## src/rtl/lfsr_period_monitor.sv

```systemverilog
// -----------------------------------------------------------------------------
// lfsr_period_monitor
//
// Measures the period of an upstream pseudo-random generator. On an accepted
// start the current generator value is captured as a reference, then every
// generator shift step is counted until the reference value reappears. The
// measurement also ends early when the generator is stuck at all-zeros
// (lockup), or when no recurrence is seen within MAX_PERIOD steps (timeout).
//
// Parameters
//   WIDTH       generator state width
//   MAX_PERIOD  step limit before timeout, must be <= 2**WIDTH - 1
//
// Ports
//   clk      in   system clock
//   rst_n    in   synchronous active-low reset
//   start    in   begin a measurement (level-sampled, only acted on when idle)
//   sh_en    in   shift-enable strobe shared with the generator
//   q_in     in   generator state
//   busy     out  measurement in progress or result being presented
//   done     out  single-cycle pulse, results valid
//   period   out  steps to recurrence, 0 on lockup or timeout
//   lockup   out  generator seen at all-zeros during the measurement
//   timeout  out  no recurrence within MAX_PERIOD steps
//   ref_val  out  captured reference value
// -----------------------------------------------------------------------------
module lfsr_period_monitor #(
    parameter int unsigned WIDTH      = 10,
    parameter int unsigned MAX_PERIOD = 1023
) (
    input  logic             clk,
    input  logic             rst_n,
    input  logic             start,
    input  logic             sh_en,
    input  logic [WIDTH-1:0] q_in,
    output logic             busy,
    output logic             done,
    output logic [WIDTH:0]   period,
    output logic             lockup,
    output logic             timeout,
    output logic [WIDTH-1:0] ref_val
);

    typedef enum logic [1:0] {
        ST_IDLE,
        ST_COUNT,
        ST_DONE
    } state_t;

    localparam logic [WIDTH:0] LP_MAX = (WIDTH+1)'(MAX_PERIOD);

    state_t           r_state;
    logic             r_step_d;
    logic [WIDTH:0]   r_cnt;
    logic             r_busy;
    logic             r_done;
    logic [WIDTH:0]   r_period;
    logic             r_lockup;
    logic             r_timeout;
    logic [WIDTH-1:0] r_ref;

    logic [WIDTH:0]   w_cnt_next;
    logic             w_q_zero;
    logic             w_q_match;
    logic             w_at_limit;

    // The generator moves on the edge where sh_en is high, so the new value
    // is visible in the cycle after; r_step_d marks that cycle.
    always_comb begin
        w_cnt_next = r_cnt + 1'b1;
        w_q_zero   = (q_in == '0);
        w_q_match  = (q_in == r_ref);
        w_at_limit = (w_cnt_next == LP_MAX);
    end

    always_ff @(posedge clk) begin
        if (!rst_n) begin
            r_state   <= ST_IDLE;
            r_step_d  <= 1'b0;
            r_cnt     <= '0;
            r_busy    <= 1'b0;
            r_done    <= 1'b0;
            r_period  <= '0;
            r_lockup  <= 1'b0;
            r_timeout <= 1'b0;
            r_ref     <= '0;
        end else begin
            r_step_d <= sh_en;
            r_done   <= 1'b0;

            case (r_state)
                ST_IDLE: begin
                    r_busy <= 1'b0;
                    if (start) begin
                        // A step in this cycle produced the reference itself,
                        // so it is deliberately not counted.
                        r_ref     <= q_in;
                        r_cnt     <= '0;
                        r_period  <= '0;
                        r_lockup  <= 1'b0;
                        r_timeout <= 1'b0;
                        r_busy    <= 1'b1;
                        if (w_q_zero) begin
                            r_lockup <= 1'b1;
                            r_done   <= 1'b1;
                            r_state  <= ST_DONE;
                        end else begin
                            r_state  <= ST_COUNT;
                        end
                    end
                end

                ST_COUNT: begin
                    r_busy <= 1'b1;
                    if (r_step_d) begin
                        r_cnt <= w_cnt_next;
                        // Lockup beats a match; a match on the final allowed
                        // step still reports a valid period, not a timeout.
                        if (w_q_zero) begin
                            r_lockup <= 1'b1;
                            r_period <= '0;
                            r_done   <= 1'b1;
                            r_state  <= ST_DONE;
                        end else if (w_q_match) begin
                            r_period <= w_cnt_next;
                            r_done   <= 1'b1;
                            r_state  <= ST_DONE;
                        end else if (w_at_limit) begin
                            r_timeout <= 1'b1;
                            r_period  <= '0;
                            r_done    <= 1'b1;
                            r_state   <= ST_DONE;
                        end
                    end
                end

                ST_DONE: begin
                    r_busy  <= 1'b0;
                    r_state <= ST_IDLE;
                end

                default: begin
                    r_busy  <= 1'b0;
                    r_state <= ST_IDLE;
                end
            endcase
        end
    end

    assign busy    = r_busy;
    assign done    = r_done;
    assign period  = r_period;
    assign lockup  = r_lockup;
    assign timeout = r_timeout;
    assign ref_val = r_ref;

endmodule

```

## config.mk

```make
export PLATFORM = sky130hd
export DESIGN_NAME = lfsr_period_monitor
export DESIGN_NICKNAME = d
export VERILOG_FILES = /design/src/rtl/lfsr_period_monitor.sv
export SDC_FILE = /design/constraint.sdc
export NUM_CORES = 1
export LEC_CHECK = 0
export ABC_AREA = 1
export CORE_MARGIN = 2
export CORE_UTILIZATION = 45
export DETAILED_ROUTE_END_ITERATION = 8
export PLACE_DENSITY = 0.71
export SETUP_SLACK_MARGIN = 0.15
export SLEW_MARGIN = 25
export SYNTH_ARGS = -nofsm -noshare
export SYNTH_HDL_FRONTEND = slang
export SYNTH_SLANG_ARGS = --single-unit
```

## constraint.sdc

```tcl
create_clock -name clk -period 5.4 [get_ports clk]
set_input_delay 1.08 -clock clk [delete_from_list [all_inputs] [get_ports clk]]
set_output_delay 1.08 -clock clk [all_outputs]
set_load 0.05 [all_outputs]
```

* Word-level counts from Yosys, hierarchy flattened
Index checks and enable logic that the tools add are counted.
Word-level totals: register bits after elaboration 39, latch bits 0, bits in writable memories 0, bits in read-only memories 0, input bits 14, output and inout port bits 25, word-level logic and storage cells 63, memories kept 0
Operators by class: add/sub/neg operators 1, $mul 0, div/mod/pow operators 0, $lt $le $gt $ge 0, eq/ne operators 10, shifts and indexed selects 0, mux-type cells 34, bitwise gates (word level) 0, reductions and logical operators 9
Operators with widths (number):
- 2-to-1 mux 11 bit | 6
- case mux 11 bit (2 select lines) | 2
- 2-to-1 mux 1 bit | 15
- 2-to-1 mux 2 bit | 6
- != test 2 bit, second input constant | 6
- adder 11 x 1 -> 11 bit, second input constant | 1
- == test 11 x 10 -> 1 bit, second input constant | 1
- == test 10 bit | 1
- zero test 10 bit | 1
- case mux 1 bit (2 select lines) | 4
- AND reduction 4 bit | 2
- AND reduction 3 bit | 2
- AND reduction 6 bit | 1
- != test 4 bit, second input constant | 1
- case mux 2 bit (2 select lines) | 1
- == test 2 x 1 -> 1 bit, second input constant | 1
- zero test 2 bit | 1
- AND reduction 2 bit | 1
- nonzero test 2 bit | 1

* Longest topological paths before layout
word-level depth 7, mapped depth 15, depth with buffers taken out 14

* Least setup slack after synthesis
OpenSTA, ideal clock, no wires.
path kind in2reg, start input q_in[2], end register r_period[5], in the netlist period[5], arrival time 2.209 ns, required time 5.287 ns, path slack 3.079 ns, cell stages on the path 9, cell sequence nor2_1 nand4_1 nor3_1 nor2_1 nand3_4 nand2_4 buf_6 nor2_1 nor2_1
On the way: cells in the longest elaborated chain, start to end 5, elaborated cells on any way between the ends 8
RTL lines:
- start, declared | RTL line 35 | input logic [WIDTH-1:0] q_in,
- == test 10 bit | RTL line 72 | w_q_match = (q_in == r_ref);
- 2-to-1 mux 11 bit | RTL line 124 | end else if (w_q_match) begin
- 2-to-1 mux 11 bit | RTL line 119 | if (w_q_zero) begin
- 2-to-1 mux 11 bit | RTL line 115 | if (r_step_d) begin
- case mux 11 bit (2 select lines) | RTL line 91 | case (r_state)
- end signal, assigned | RTL line 125 | r_period <= w_cnt_next;
- end, declared | RTL line 57 | logic [WIDTH:0] r_period;
Several ways; a longest one is shown, not always the timed one. The select of a mux whose other input is x is not followed. A chain may end at the register's enable or synchronous reset.

* Worst setup path in the final report
start input start, end register r_period[10], in the netlist period[10]
On the way: cells in the longest elaborated chain, start to end 2
RTL lines:
- start, declared | RTL line 33 | input logic start,
- != test 2 bit (no source line)
- AND reduction 4 bit (no source line)
Every way passes these cells.

==> reports/metrics.sh <==
NFILLCELLS=433
CTS_MAX_PATH_BUFFERS=2
POST_SYNTH_MOST_FREQUENT_CELLS='71 x sky130_fd_sc_hd__nand2_1, 64 x sky130_fd_sc_hd__nor2_1, 39 x sky130_fd_sc_hd__dfxtp_1'
FINAL_ANTENNA_NET_COUNT=0
FIN_WORST_SKEW_NS=0.00674
CORE_REGION_AREA_UM2=4320
GRT_PASS1_WL_UM=7690
ANTENNA_FIX_CELLS=0
CTSHOLDBUFFERS=0
TIMING.MAX_CAP.VIOLATIONS=0
CRIT-REG2REG-LAUNCH='r_state[0]$_SDFFE_PN0P_'
ROWS=24
VIA_COUNT=1903
SETUP_TOTAL_NEGATIVE_SLACK_NS=0
R2R.WORST_PATH.CELLS=10
WORSTHOLDPATHCELLS=2
POST_SYNTH_INST_COUNT=303
CLOCK_TREE.ROOT_CELL='sky130_fd_sc_hd__clkbuf_8'
ASYNC_FLOP_SHARE=0
PATH_MAX_FANOUT=14
SYNTH_FP_NETS=319
NETLIST-CELL-TYPE-COUNT=28
SYNTH.TOP_CELL.AREA_SHARE=0.389
PERIOD_NEEDED_NS=3.03
P_LEAK_nW=1.06
CTS_TREE='built'
MIN-DELAY-START='timeout$_SDFFE_PN0P_'
DETAIL_ROUTE.FIRST_PASS.ITERATIONS=4
SETUP.WORST_PATH.END_CLASS='register'
SYNTH.TOP_CELLS.BY_AREA='sky130_fd_sc_hd__dfxtp_1 39%, sky130_fd_sc_hd__nand2_1 13%, sky130_fd_sc_hd__nor2_1 12%'
CHIPHEIGHT_UM=70.8
DPL.HPWL_UM=3400
WORST_MAX_SLEW_PIN_SLEW_NS=0.828
DPL.CELL_COUNT=386
BEGINNING_OF_THE_CRITICAL_PATH='start'
MAX_SLEW_MARGIN=0.446
DIE_AREA_UM2=5010
FINAL-MAX-SLEW-VIOLATION-COUNT=0
VIASPERCELL=4.83
YS_FF_LATCH=39
SYNTH.CELL_AREA_UM2=2010
CRIT_CHAIN='clkdlybuf4s50_1, inv_1, nor2_1, inv_1, nand2_2, nand2_4, inv_1, nor2_1, nor2_1'
STATUS='completed'
POWER_SWITCHING_SHARE=0.325
DETAILEDROUTE.FIRSTITERATIONVIOLATIONS=113
FIRST_GLOBAL_VIAS=1734
TRITONCTS.NUM_BUFFERS=5
PIN_COUNT=39
HOLD_VIOL=0
FINAL-INSTANCE-COUNT-EXCL-FILL=394
SEQ_POWER_SHARE=0.425
HOLD_PATH_END='timeout$_SDFFE_PN0P_'
LOGIC_PWR_SHARE=0.259
R2R_SLACK_NS=3.08
CRIT_TYPE='in2reg'
WORSTSETUPSTARTPOINTTYPE='input pin'
GLOBALPLACE.CONGESTION=0.805
VDD.IR_DROP.WORST_mV=0.199
FINAL_CORE_UTILIZATION=0.585
POSTROUTEWIRELENGTH_UM=4540
CELL_INTERNAL_PWR_mW=0.512
GRT_MAX_DEGREE=27
WORSTPATHREQUIRED_NS=5.63
IO_BUFFER_COUNT=38
YS_SEQ_AREA_FRAC=0.389
POWER.DENSITY_nW_PER_UM2=300
TIMING.FINAL.SETUP_VIOLATIONS=0
TOTAL_POWER_mW=0.758
WORSTPATHARRIVAL_NS=3.26
CTS-HTREE-LEVELS=2
CTS.REPORTEDPATHS.CLKPINSLEW_NS=0.08
AREA_OF_THE_MULTI_INPUT_GATES_UM2=1060
SYNTH_AREA_LEADER_CELL='sky130_fd_sc_hd__dfxtp_1'
TIMING.FMAX_MHz=330
NET-SWITCHING-POWER_mW=0.246
TIMING.CRITICAL_PATH.SLOWEST_CELL_DELAY_NS=0.51
POST-CTS-SETUP-BUFFERS=0
CTS.SINKS=39
DP_WORST_SETUP_SLACK_NS=2.11
NNETSFINAL=357
AVERAGE_WIRE_PER_STANDARD_CELL_UM=11.5
GLOBALROUTEOVERFLOWTOTAL=0
WORSTSKEWPAIRLATENCY_NS=0.29
FINAL_MIN_PERIOD_OVER_CLOCK_PERIOD=0.562
DRCVIOLATIONCOUNT=0
ANTENNA_FOUND_INITIAL=0
MIN-DELAY-PATH-CLASS='reg2reg'
DRIVE_ABOVE_1_SHARE=0.0848
CHIPWIDTH_UM=70.8
GRT_SETUP_UNREPAIRED='false'
START_UTIL=0.464
POWER.SHARE.CLOCK=0.316
AREA_DELTA_SYNTH_FINAL_PCT=25.9
SYNTH_MOST_COMMON_CELL='sky130_fd_sc_hd__nand2_1'
DOMINANTREGCELLSYNTH='sky130_fd_sc_hd__dfxtp_1'
WORST_R2R_ENDPOINT='period[10]$_SDFFE_PN0P_'
GR-USAGE-ALL-LAYERS=0.188
CRITICAL-PATH-SLOWEST-CELL='sky130_fd_sc_hd__nor2_1'
SYN_AVG_CELL_AREA_UM2=6.63
YOSYS_WARNINGS=0
FINAL-SEQ-AREA_UM2=781
NUMBER_OF_SYNTHESIZED_FLOPS_WITH_AN_ENABLE_PIN=0
TIMING.FINAL.WS_SETUP_NS=2.37
CTS-RESIZED-GATES=0
routing by layer:
layer / GRT usage / vias to the layer above / routed length (µm)
li1: - / 1018 / -
met2: 0.306 / 41 / 2050
met5: 0 / - / 0
met1: 0.257 / 840 / 2230
met4: 0.0440 / 0 / 27
met3: 0.0399 / 4 / 232
per-stage QoR:
stage | hold WS, ns | area [µm²]
finish | 0.465 | 2530
global route | 0.486 | 2530
CTS | 0.471 | 2530
detailed placement | 0.460 | 2420
global placement | 0.456 | 2420
floorplan | 0.459 | 2010
cells in the final DEF (no fill, tap or decap), types with 5 or more instances in the layout:
cell | netlist | routed
sky130_fd_sc_hd__a21oi_1 | 19 | 19
sky130_fd_sc_hd__clkbuf_8 | 0 | 5
sky130_fd_sc_hd__clkdlybuf4s50_1 | 0 | 38
sky130_fd_sc_hd__dfxtp_1 | 39 | 39
sky130_fd_sc_hd__inv_1 | 33 | 33
sky130_fd_sc_hd__nand2_1 | 71 | 71
sky130_fd_sc_hd__nand2_2 | 5 | 5
sky130_fd_sc_hd__nand3_1 | 18 | 18
sky130_fd_sc_hd__nor2_1 | 64 | 64
sky130_fd_sc_hd__o21ai_0 | 14 | 14
sky130_fd_sc_hd__xnor2_1 | 5 | 5
kinds of logic after synthesis:
logic type / Yosys count / synth area share
AND/OR/NAND/NOR: 174 / 0.376
buffers and inverters: 41 / 0.0822
AO/OA/AOI/OAI: 38 / 0.101
XOR/XNOR: 9 / 0.0392
flip-flops: 39 / 0.389
adder cells (fa/ha/maj): 2 / 0.0125
power by group through the flow:
stage / sequential [mW] / combinational [mW] / clock, mW
2_1_floorplan: 0.390 / 0.0734 / 0
5_1_grt: 0.325 / 0.213 / 0.257
4_1_cts: 0.323 / 0.198 / 0.244
3_5_place_dp: 0.329 / 0.197 / 0
6_report: 0.322 / 0.196 / 0.239
3_3_place_gp: 0.329 / 0.194 / 0
sequential cells by signal, indices dropped and copies added (netlist names):
name	count
r_cnt	11
lockup	1
r_step_d	1
period	11
r_state	2
busy	1
done	1
timeout	1
ref_val	10
area by class of cell:
| cell class | count | share of cell area |
|---|---|---|
| inverters | 34 | 0.0505 |
| flip-flops and latches | 39 | 0.309 |
| clock buffers | 5 | 0.0272 |
| well taps | 52 | 0.0257 |
| repair buffers | 38 | 0.150 |
| clock inverters | 3 | 0.0173 |
| multi-input cells | 223 | 0.420 |
worst max-delay path by stage:
stage | endpoint | slack (ns)
5_1_grt | period[6]$_SDFFE_PN0P_ | 2.15
6_report | period[10]$_SDFFE_PN0P_ | 2.37
3_3_place_gp | period[8]$_SDFFE_PN0P_ | 2.22
3_5_place_dp | period[7]$_SDFFE_PN0P_ | 2.11
2_1_floorplan | period[5]$_SDFFE_PN0P_ | 3.08
4_1_cts | period[3]$_SDFFE_PN0P_ | 2.41
critical path, delay by kind of cell:
| kind | cells | cell delay (ns) |
|---|---|---|
| buf+inv | 4 | 1.07 |
| simple gates | 5 | 1.10 |
(Power assumes the default switching activity.)
==> RTL change: new RTL, same flow settings <==
Change the parameter `WIDTH` from 10 to 20.
--- a/src/rtl/lfsr_period_monitor.sv
+++ b/src/rtl/lfsr_period_monitor.sv
@@ -27,3 +27,3 @@
 module lfsr_period_monitor #(
-    parameter int unsigned WIDTH      = 10,
+    parameter int unsigned WIDTH      = 20,
     parameter int unsigned MAX_PERIOD = 1023
Ports: changed (resized period, q_in and ref_val); port bits go from 39 to 69. No check against the original RTL was run, so the function may have changed too.
==> RTL change against the unedited design <==
- non-clock buffer count is 33 higher
- global-route usage grew 3.1 points
- sequential cell count rose by 30
- total power up 88%
- final area up 85%
- worst setup slack got worse by 660 ps
- area after synthesis is 87% higher
- wire length increased by 110%
- cell count is 88% higher
- combinational power up 84%
- largest cell class unchanged
- largest power group unchanged
- highest routed layer unchanged
==> RTL change: results (changes against the unedited design) <==
| Metric | Value |
|---|---|
| Status | `complete, no violations (unchanged)` |
| Distinct cells, synth | `33 (was 28)` |
| Filler Cell Count | `825 (was 433)` |
| Worst path slowest cell | `nand3_2 (was nor2_1)` |
| Worst-Skew Late Latency | `360 ps (was 290 ps)` |
| Grt met2 use | `36.0% (was 30.6%)` |
| Worst-path maximum fanout | `38 (was 14)` |
| Peak supply drop | `142 uV (was 199 uV)` |
| Share of post-route cells with drive strength above 1 | `8.82% (was 8.48%)` |
| GPL Wtd Cong | `0.851 (was 0.805)` |
| WL final | `9.57 mm (was 4.54 mm)` |
| H-tree Lvls | `3 (was 2)` |
| Placed cell area | `0.00445 mm2 (was 0.00242 mm2)` |
| Critical path's largest stage delay | `850 ps (was 510 ps)` |
| Mean number of vias per cell | `5.05 (was 4.83)` |
| DR WL met3 | `572 um (was 232 um)` |
| Post-Syn Area per Cell | `6.54 um2 (was 6.63 um2)` |
| Placed cells | `724 (was 386)` |
| DR iter-0 viols | `141 (was 113)` |
| Crit path from | `q_in[15] (was start)` |
| GRT met1 Usage | `26.9% (was 25.7%)` |
| Vias | `3740 (was 1903)` |
| P_int | `0.944 mW (was 0.512 mW)` |
| Nets | `656 (was 357)` |
| Setup WS pre-CTS | `985 ps (was 2110 ps)` |
| Crit path DAT | `3950 ps (was 3260 ps)` |
| TritonCTS buffer count | `9 (was 5)` |
| Clock network fraction of design power | `34.7% (was 31.6%)` |
| Worst setup path endpoint | `period[0] (was period[10])` |
| GRT Util Overall | `21.9% (was 18.8%)` |
| Met2 WL | `4.45 mm (was 2.05 mm)` |
| Global-route wire length before repair | `15.6 mm (was 7.69 mm)` |
| Clock distribution power | `0.496 mW (was 0.239 mW)` |
| P_comb | `0.361 mW (was 0.196 mW)` |
| Post-detail-place hpwl | `6.76 mm (was 3.40 mm)` |
| Period utilization | `68.4% (was 56.2%)` |
| Top cells by area, synth | `dfxtp_1, nand2_1, nor2_1, nand3_1, a21oi_1 (was dfxtp_1, nand2_1, nor2_1, inv_1, a21oi_1)` |
| Reg2reg setup slack | `2340 ps (was 3080 ps)` |
| Vias in the first global route | `3405 (was 1734)` |
| Largest net degree at the start of global routing | `46 (was 27)` |
RTL change: cell count changes in the layout (fill, tap and decap cells not counted), moves of 6 or more:
cell             unedited run  this run
a21oi_1                    19        33
a21oi_2                     2        18
clkdlybuf4s50_1            38        68
dfxtp_1                    39        69
inv_1                      33        44
nand2_1                    71       154
nand3_1                    18        52
nand4_1                     1         7
nor2_1                     64        91
o21ai_0                    14        24
xnor2_1                     5        11
RTL change: layout make-up:
| cell class | instances | share of cell area, % |
|---|---|---|
| clock inverters | 6 | 2.00 |
| inverters | 49 | 3.92 |
| well taps | 105 | 2.80 |
| repair buffers | 71 | 15.0 |
| flip-flops and latches | 69 | 29.5 |
| multi-input cells | 430 | 43.9 |
| clock buffers | 10 | 2.94 |
RTL change: kinds of logic after synthesis:
family,Yosys count,synth area share (%)
AO/OA/AOI/OAI,78,12.3
XOR/XNOR,12,2.80
adder cells (fa/ha/maj),2,0.667
buffers and inverters,74,8.48
flip-flops,69,36.8
AND/OR/NAND/NOR,338,38.9
